`config.mk`:
```
export PLATFORM = sky130hd
export DESIGN_NAME = program_loader
export DESIGN_NICKNAME = d
export VERILOG_FILES = /design/src/rtl/program_loader_pkg.sv /design/src/rtl/word_assembler.sv /design/src/rtl/program_loader.sv
export SDC_FILE = /design/constraint.sdc
export NUM_CORES = 1
export LEC_CHECK = 0
export ABC_CLOCK_PERIOD_IN_PS = 4700
export CAP_MARGIN = 20
export CORE_MARGIN = 3
export CORE_UTILIZATION = 29
export CTS_CLUSTER_DIAMETER = 60
export CTS_CLUSTER_SIZE = 16
export DETAILED_ROUTE_END_ITERATION = 8
export PLACE_DENSITY = 0.53
export SLEW_MARGIN = 40
export SYNTH_ARGS = -nofsm -noshare
export SYNTH_HDL_FRONTEND = slang
export SYNTH_SLANG_ARGS = --single-unit
```
`constraint.sdc`:
```
create_clock -name clock -period 4.7 [get_ports clock]
set_clock_uncertainty 0.2 [all_clocks]
set_input_delay 1.41 -clock clock [delete_from_list [all_inputs] [get_ports clock]]
set_output_delay 1.41 -clock clock [all_outputs]
set_load 0.01 [all_outputs]
```
`src/rtl/program_loader_pkg.sv`:
```
// Shared types and constants for the program loader and its word assembler.
package program_loader_pkg;

    // Loader FSM states
    typedef enum logic [2:0] {
        ST_LEN_HI = 3'd0,
        ST_LEN_LO = 3'd1,
        ST_DATA   = 3'd2,
        ST_WRITE  = 3'd3,
        ST_CHECK  = 3'd4,
        ST_DONE   = 3'd5,
        ST_ERR    = 3'd6
    } state_e;

    // Default largest program length in 32-bit words
    localparam int DEFAULT_MAX_WORDS = 64;

    // Byte-counter value of the last byte of a word (words are 4 bytes)
    localparam logic [1:0] LAST_BYTE_IDX = 2'd3;

    // Running stream checksum: XOR of all data bytes
    function automatic logic [7:0] csum_update(input logic [7:0] acc, input logic [7:0] data);
        return acc ^ data;
    endfunction

endpackage

```
`src/rtl/word_assembler.sv`:
```
// Collects bytes MSB first into a 32-bit word and flags the 4th byte of each word.
module word_assembler
    import program_loader_pkg::*;
(
    input  logic        clock,
    input  logic        reset,
    input  logic        i_clear,
    input  logic        i_shift,
    input  logic [7:0]  i_byte,
    output logic [31:0] o_word,
    output logic        o_word_complete
);

    logic [31:0] r_word;
    logic [1:0]  r_count;

    // Shift register and 0..3 byte counter; the counter wraps after each word
    always_ff @(posedge clock or posedge reset) begin
        if (reset) begin
            r_word  <= 32'h0000_0000;
            r_count <= 2'd0;
        end else if (i_clear) begin
            r_word  <= 32'h0000_0000;
            r_count <= 2'd0;
        end else if (i_shift) begin
            r_word  <= {r_word[23:0], i_byte};
            r_count <= r_count + 2'd1;
        end
    end

    assign o_word          = r_word;
    assign o_word_complete = i_shift && (r_count == LAST_BYTE_IDX);

endmodule

```
`src/rtl/program_loader.sv`:
```
// Boot-time program loader: receives a length-prefixed, checksummed byte stream,
// writes the words into instruction memory and releases the CPU when the load is good.
module program_loader
    import program_loader_pkg::*;
#(
    parameter int          MAX_WORDS = DEFAULT_MAX_WORDS,
    parameter logic [31:0] BASE_ADDR = 32'h0000_0000
) (
    input  logic        clock,
    input  logic        reset,
    input  logic        rx_valid,
    input  logic [7:0]  rx_byte,
    output logic        rx_ready,
    input  logic        reload,
    output logic        imem_we,
    output logic [31:0] imem_addr,
    output logic [31:0] imem_wdata,
    output logic        cpu_hold,
    output logic        done,
    output logic        error
);

    localparam int IDX_W = $clog2(MAX_WORDS + 1);

    state_e             r_state;
    state_e             w_next;
    logic [15:0]        r_len;
    logic [IDX_W-1:0]   r_index;
    logic [7:0]         r_acc;
    logic               r_rx_ready;
    logic               r_imem_we;
    logic [31:0]        r_imem_addr;
    logic               r_cpu_hold;
    logic               r_done;
    logic               r_error;

    logic               w_xfer;
    logic               w_shift;
    logic               w_word_complete;
    logic [31:0]        w_word;
    logic               w_reload_ok;
    logic [15:0]        w_len_full;
    logic               w_len_ok;
    logic               w_last_word;

    assign w_xfer      = rx_valid && r_rx_ready;
    assign w_shift     = w_xfer && (r_state == ST_DATA);
    assign w_reload_ok = reload && ((r_state == ST_DONE) || (r_state == ST_ERR));
    assign w_len_full  = {r_len[15:8], rx_byte};
    assign w_len_ok    = (w_len_full != 16'd0) && (w_len_full <= 16'(MAX_WORDS));
    assign w_last_word = ((16'(r_index) + 16'd1) == r_len);

    word_assembler u_word_assembler (
        .clock           (clock),
        .reset           (reset),
        .i_clear         (w_reload_ok),
        .i_shift         (w_shift),
        .i_byte          (rx_byte),
        .o_word          (w_word),
        .o_word_complete (w_word_complete)
    );

    // FSM state register
    always_ff @(posedge clock or posedge reset) begin
        if (reset) begin
            r_state <= ST_LEN_HI;
        end else begin
            r_state <= w_next;
        end
    end

    // FSM next-state logic
    always_comb begin
        w_next = r_state;
        case (r_state)
            ST_LEN_HI: begin
                if (w_xfer) w_next = ST_LEN_LO;
                else        w_next = r_state;
            end
            ST_LEN_LO: begin
                if (w_xfer) begin
                    if (w_len_ok) w_next = ST_DATA;
                    else          w_next = ST_ERR;
                end else begin
                    w_next = r_state;
                end
            end
            ST_DATA: begin
                if (w_word_complete) w_next = ST_WRITE;
                else                 w_next = r_state;
            end
            ST_WRITE: begin
                if (w_last_word) w_next = ST_CHECK;
                else             w_next = ST_DATA;
            end
            ST_CHECK: begin
                if (w_xfer) begin
                    if (rx_byte == r_acc) w_next = ST_DONE;
                    else                  w_next = ST_ERR;
                end else begin
                    w_next = r_state;
                end
            end
            ST_DONE, ST_ERR: begin
                if (reload) w_next = ST_LEN_HI;
                else        w_next = r_state;
            end
            default: w_next = ST_ERR;
        endcase
    end

    // Length capture, word index and checksum accumulator
    always_ff @(posedge clock or posedge reset) begin
        if (reset) begin
            r_len   <= 16'd0;
            r_index <= '0;
            r_acc   <= 8'h00;
        end else begin
            case (r_state)
                ST_LEN_HI: if (w_xfer) r_len <= {rx_byte, 8'h00};
                ST_LEN_LO: if (w_xfer) r_len <= w_len_full;
                ST_DATA:   if (w_xfer) r_acc <= csum_update(r_acc, rx_byte);
                ST_WRITE:  r_index <= r_index + IDX_W'(1);
                ST_DONE, ST_ERR: begin
                    if (reload) begin
                        r_index <= '0;
                        r_acc   <= 8'h00;
                    end
                end
                default: ;
            endcase
        end
    end

    // Outputs registered from the next state so they change cleanly with the state
    always_ff @(posedge clock or posedge reset) begin
        if (reset) begin
            r_rx_ready  <= 1'b1;
            r_imem_we   <= 1'b0;
            r_imem_addr <= 32'h0000_0000;
            r_cpu_hold  <= 1'b1;
            r_done      <= 1'b0;
            r_error     <= 1'b0;
        end else begin
            r_rx_ready  <= (w_next inside {ST_LEN_HI, ST_LEN_LO, ST_DATA, ST_CHECK});
            r_imem_we   <= (w_next == ST_WRITE);
            r_imem_addr <= BASE_ADDR + (32'(r_index) << 2);
            r_cpu_hold  <= (w_next != ST_DONE);
            r_done      <= (w_next == ST_DONE);
            r_error     <= (w_next == ST_ERR);
        end
    end

    assign rx_ready   = r_rx_ready;
    assign imem_we    = r_imem_we;
    assign imem_addr  = r_imem_addr;
    assign imem_wdata = w_word;
    assign cpu_hold   = r_cpu_hold;
    assign done       = r_done;
    assign error      = r_error;

endmodule

```
-- Word-level counts from Yosys, hierarchy flattened
Cells that the tools add are included.
- output and inout bits: 69
- logic and storage cells: 79
- bits in registers: 80
- input bits: 12
- bitwise operators: 2
- add/subtract/negate cells: 3
- order comparisons: 1
- muxes and demuxes: 21
- eq/ne operators: 20
- reduce and logical (&&, ||, !) cells: 19
- operators by type and width (kind ; count):
    2-to-1 mux 32 bit ; 2
    one-hot mux 16 bit (2 select lines) ; 1
    2-to-1 mux 8 bit ; 3
    2-to-1 mux 3 bit ; 7
    == test 3 bit (second input constant) ; 6
    one-hot mux 3 bit (6 select lines) ; 1
    == test 8 x 16 -> 1 bit ; 1
    less-or-equal comparator 16 x 7 -> 1 bit (second input constant) ; 1
    2-to-1 mux 16 bit ; 1
    one-hot mux 8 bit (2 select lines) ; 1
    nonzero test 16 bit ; 1
    one-hot mux 7 bit (2 select lines) ; 1
    == test 3 x 2 -> 1 bit (second input constant) ; 4
    AND reduction 3 bit ; 3
    adder 7 x 1 -> 8 bit (second input constant) ; 1
    == test 8 bit ; 1
    != test 2 bit (second input constant) ; 4
    nonzero test 2 bit ; 4
    bitwise XOR 8 bit ; 1
    adder 7 x 1 -> 7 bit (second input constant) ; 1
    2-to-1 mux 7 bit ; 1
    == test 3 x 1 -> 1 bit (second input constant) ; 2
    zero test 3 bit ; 2
    2-to-1 mux 2 bit ; 3
    other kinds (9) ; 13

-- Logic depth before layout (Yosys ltp)
- depth in word-level cells: 7
- depth in mapped cells: 7
- depth with buffers taken out: 6

-- Modules after synthesis
From an unflattened synthesis, not the netlist that was laid out.
- cells, all modules: 392
- area total of the unflattened synthesis: 3985.1 um2
- by module, submodules not included (module ; instances ; area each (um2) ; cells an instance ; sequential area each (um2)):
    program_loader ; 1 ; 2553.7 ; 279 ; 1153.6
    word_assembler ; 1 ; 1431.4 ; 113 ; 850.8

-- Least setup slack after synthesis
OpenSTA, ideal clock, no wires.
- path type: input -> register
- start point: in rx_valid
- end point: reg r_len[10]
- arrival time: 2.668 ns
- setup time: 0.128 ns
- buffers on the path: 1
- data required time: 4.372 ns
- slack: 1.704 ns
- stages: 5
- path through: nand2_1 > or3_1 > clkbuf_1 > nor2_2 > mux2_1
- longest elaborated chain between the ends: 2
- RTL lines (element ; line ; source):
    start: declaration ; program_loader.sv:11 ; input logic rx_valid,
    logical AND 1 bit ; program_loader.sv:46 ; assign w_xfer = rx_valid && r_rx_ready;
    AND reduction 3 bit (no source line) ; - ;
    end signal: assignment ; program_loader.sv:120 ; ST_LEN_HI: if (w_xfer) r_len <= {rx_byte, 8'h00};
    end signal: assignment ; program_loader.sv:121 ; ST_LEN_LO: if (w_xfer) r_len <= w_len_full;
    end: declaration ; program_loader.sv:27 ; logic [15:0] r_len;
Every way passes these cells.
A chain may end at the register's enable or synchronous reset.

-- Final worst setup path
- start point: in rx_valid
- end point: reg r_len[15]
Same word-level chain as after synthesis.

==> results.sh <==
export IMPL_critPathMaxStageDelay_ns=0.46
export IMPL_reg2reg_depth=5
export IMPL_min_to="imem_addr[3]"
export IMPL_h_tree_depth=3
export IMPL_internal_power_mw=1.93
export IMPL_drtAntennaViolNets=0
export IMPL_required_ns=4.71
export IMPL_grt_use_total=0.124
export IMPL_start_kind="primary input"
export IMPL_placed_cells=606
export IMPL_initial_core_util=0.304
export IMPL_tightest_slew_ns=0.681
export IMPL_grt_pass1_vias=2776
export IMPL_setup_viol=0
export IMPL_critPathBufInv=2
export IMPL_drv_slew=0
export IMPL_worstPathCellList="clkdlybuf4s50_1 > nand2_1 > or3_1 > buf_4 > nor2_2 > mux2_1"
export IMPL_p_per_area_nw_per_um2=621
export IMPL_ctsHoldBuffers=0
export IMPL_cts_resized=0
export IMPL_grt_max_degree=43
export IMPL_synth_adder_area_share=0.00668
export IMPL_final_cell_mix="nand2_1, dfrtp_1, clkdlybuf4s50_1, a21oi_1, o21ai_1"
export IMPL_hold_ws_ns=0.263
export IMPL_postRouteWirelength_um=8710
export IMPL_p_leak_nw=2.04
export IMPL_place_gp_congestion=0.782
export IMPL_coreArea_um2=12300
export IMPL_cts_buffers_inserted=9
export IMPL_r2r_slack_ns=2.32
export IMPL_hold_path_class="reg2reg"
export IMPL_cts_sinks=80
export IMPL_crit_path_top_delay_cell="clkdlybuf4s50_1"
export IMPL_initialDrtViolationCount=203
export IMPL_nets=463
export IMPL_cts_root_buf="clkbuf_16"
export IMPL_post_cts_buffers=0
export IMPL_p_total_mw=2.94
export IMPL_hpwl_um=6140
export IMPL_crit_reg2reg_launch="rx_ready"
export IMPL_max_vdd_ir_drop_mv=0.168
export IMPL_post_route_cells_drive_above_1_share=0.0639
export IMPL_min_path_cells=0
export IMPL_dieHeight_um=120
export IMPL_grt_ovfl_total=0
export IMPL_synth_xor_area_share=0.0421
export IMPL_num_antenna_cells=0
export IMPL_syn_cell_area_um2=3740
export IMPL_num_rows=40
export IMPL_status="finished, final reports clean"
export IMPL_p_clk_frac=0.267
export IMPL_cp_end_kind="flip-flop"
export IMPL_power_switching_mw=1.00
export IMPL_synth_area_mux_share=0.0241
export IMPL_max_slew_margin_rel=0.545
export IMPL_grt_setup_unrepaired="false"
export IMPL_clock_latency_ns=0.33
export IMPL_syn_to_final_growth_pct=26.3
export IMPL_pwr_share_comb=0.332
export IMPL_fp_dieArea_um2=14300
export IMPL_synth_cell_type_count=48
export IMPL_sw_frac_of_total=0.342
export IMPL_antenna_found_initial=0
export IMPL_crit_type="in2reg"
export IMPL_synth_seq_cells=80
export IMPL_worstPathMaxFanout=18
export IMPL_syn_inst=399
export IMPL_synthSimpleGateAreaFrac=0.172
export IMPL_die_x_um=120
export IMPL_setup_tns_ns=0
export IMPL_fmaxAchievable_mhz=296
export IMPL_critPathArrivalTime_ns=3.39
export IMPL_period_needed_ns=3.38
export IMPL_worstHoldStart="r_index[1]"
export IMPL_drv_cap=0
export IMPL_vias_per_cell=4.63
export IMPL_cts_max_path_buffers=2
export IMPL_synth_compound_area_share=0.142
export IMPL_fin_cells=622
export IMPL_async_reset_ff_frac=1.00
export IMPL_avgSynthCellArea_um2=9.39
export IMPL_wl_per_cell_um=14.0
export IMPL_io_buffer_count=55
export IMPL_drtPass1Iterations=4
export IMPL_num_vias=2882
export IMPL_r2r_end="r_len[15]"
export IMPL_cts_tree="built"
export IMPL_grt_pass1_wl_um=14300
export IMPL_clkTransAtPathRegs_ns=0.06
export IMPL_synth_top_family_by_area="simple AND/OR/NAND/NOR gates"
export IMPL_period_share=0.720
export IMPL_seq_area_frac_synth=0.535
export IMPL_drc=0
export IMPL_synth_warnings=0
export IMPL_mostFrequentLayoutCell="nand2_1"
export IMPL_finalHoldViolCount=0
export IMPL_seqPwrFrac=0.401
export IMPL_synth_flop_cell="dfrtp_1"
export IMPL_crit_family="simple AND/OR/NAND/NOR gates"
export IMPL_pin_count=81
export IMPL_synth_edff_count=0
## routing by layer
layer  vias up  GRT usage  routed length, um
met4         0     0.0494                144
met2        68      0.183               3920
met1      1400      0.179               4250
met3         8     0.0273                390
li1       1406          -                  -
met5         -          0                  0
## registers in the layout (all words and copies together) (netlist names)
signal,flops
cpu_hold,1
done,1
error,1
imem_addr,7
imem_we,1
r_acc,8
r_index,7
r_len,16
r_state,3
rx_ready,1
u_word_assembler.o_word,32
u_word_assembler.r_count,2
## Yosys cell counts, types with 3 or more instances
cell	instances	share of area
clkbuf_1	18	0.018
xor2_1	10	0.023
o21ai_0	7	0.0094
nand2b_1	3	0.0050
xnor2_1	8	0.019
a21oi_1	38	0.051
nand4_1	3	0.0050
nor2_1	18	0.018
o21ai_1	28	0.037
buf_4	25	0.050
inv_1	5	0.0050
mux2_1	8	0.024
nand3_1	6	0.0080
o31ai_1	4	0.0080
nand2_1	93	0.093
dfrtp_1	78	0.52
or4_1	4	0.0080
## cells by family after synthesis
logic type,Yosys count
buffers and inverters,51
AND/OR/NAND/NOR,145
flip-flops,80
adder cells (fa/ha/maj),2
multiplexers,8
other,1
AO/OA/AOI/OAI,94
XOR/XNOR,18
## final cells by class
type,instances,area [um2]
Clock inverter,6,108
Timing Repair Buffer,61,608
Inverter,5,20.0
Clock buffer,10,229
Multi-Input combinational cell,292,1550
Fill cell,1269,7580
Sequential cell,80,2000
Tap cell,168,210
## worst max-delay path by stage
stage                         from  cells past startpoint         to
after floorplan              reset                      1       done
final                     rx_valid                      6  r_len[15]
after global placement    rx_valid                      6   r_len[9]
after global routing      rx_valid                      6  r_len[10]
after CTS                 rx_valid                      6  r_len[15]
after detailed placement  rx_valid                      6  r_len[15]
## power groups by stage
stage / Combinational [mW] / Sequential, mW / Clock, mW
floorplan: 0.589 / 1.15 / 0
global placement: 0.967 / 1.18 / 0
detailed placement: 0.985 / 1.19 / 0
CTS: 0.989 / 1.18 / 0.806
global route: 1.09 / 1.22 / 0.830
finish: 0.976 / 1.18 / 0.785
## metrics by stage
stage	setup WS, ns	utilization	instance area (um2)
after global routing	1.22	0.384	4730
after CTS	1.32	0.384	4730
after global placement	1.02	0.357	4390
after floorplan	1.04	-	3830
final	1.32	0.384	4730
after detailed placement	0.984	0.357	4390
No activity file was read; power rests on OpenSTA's default activity.
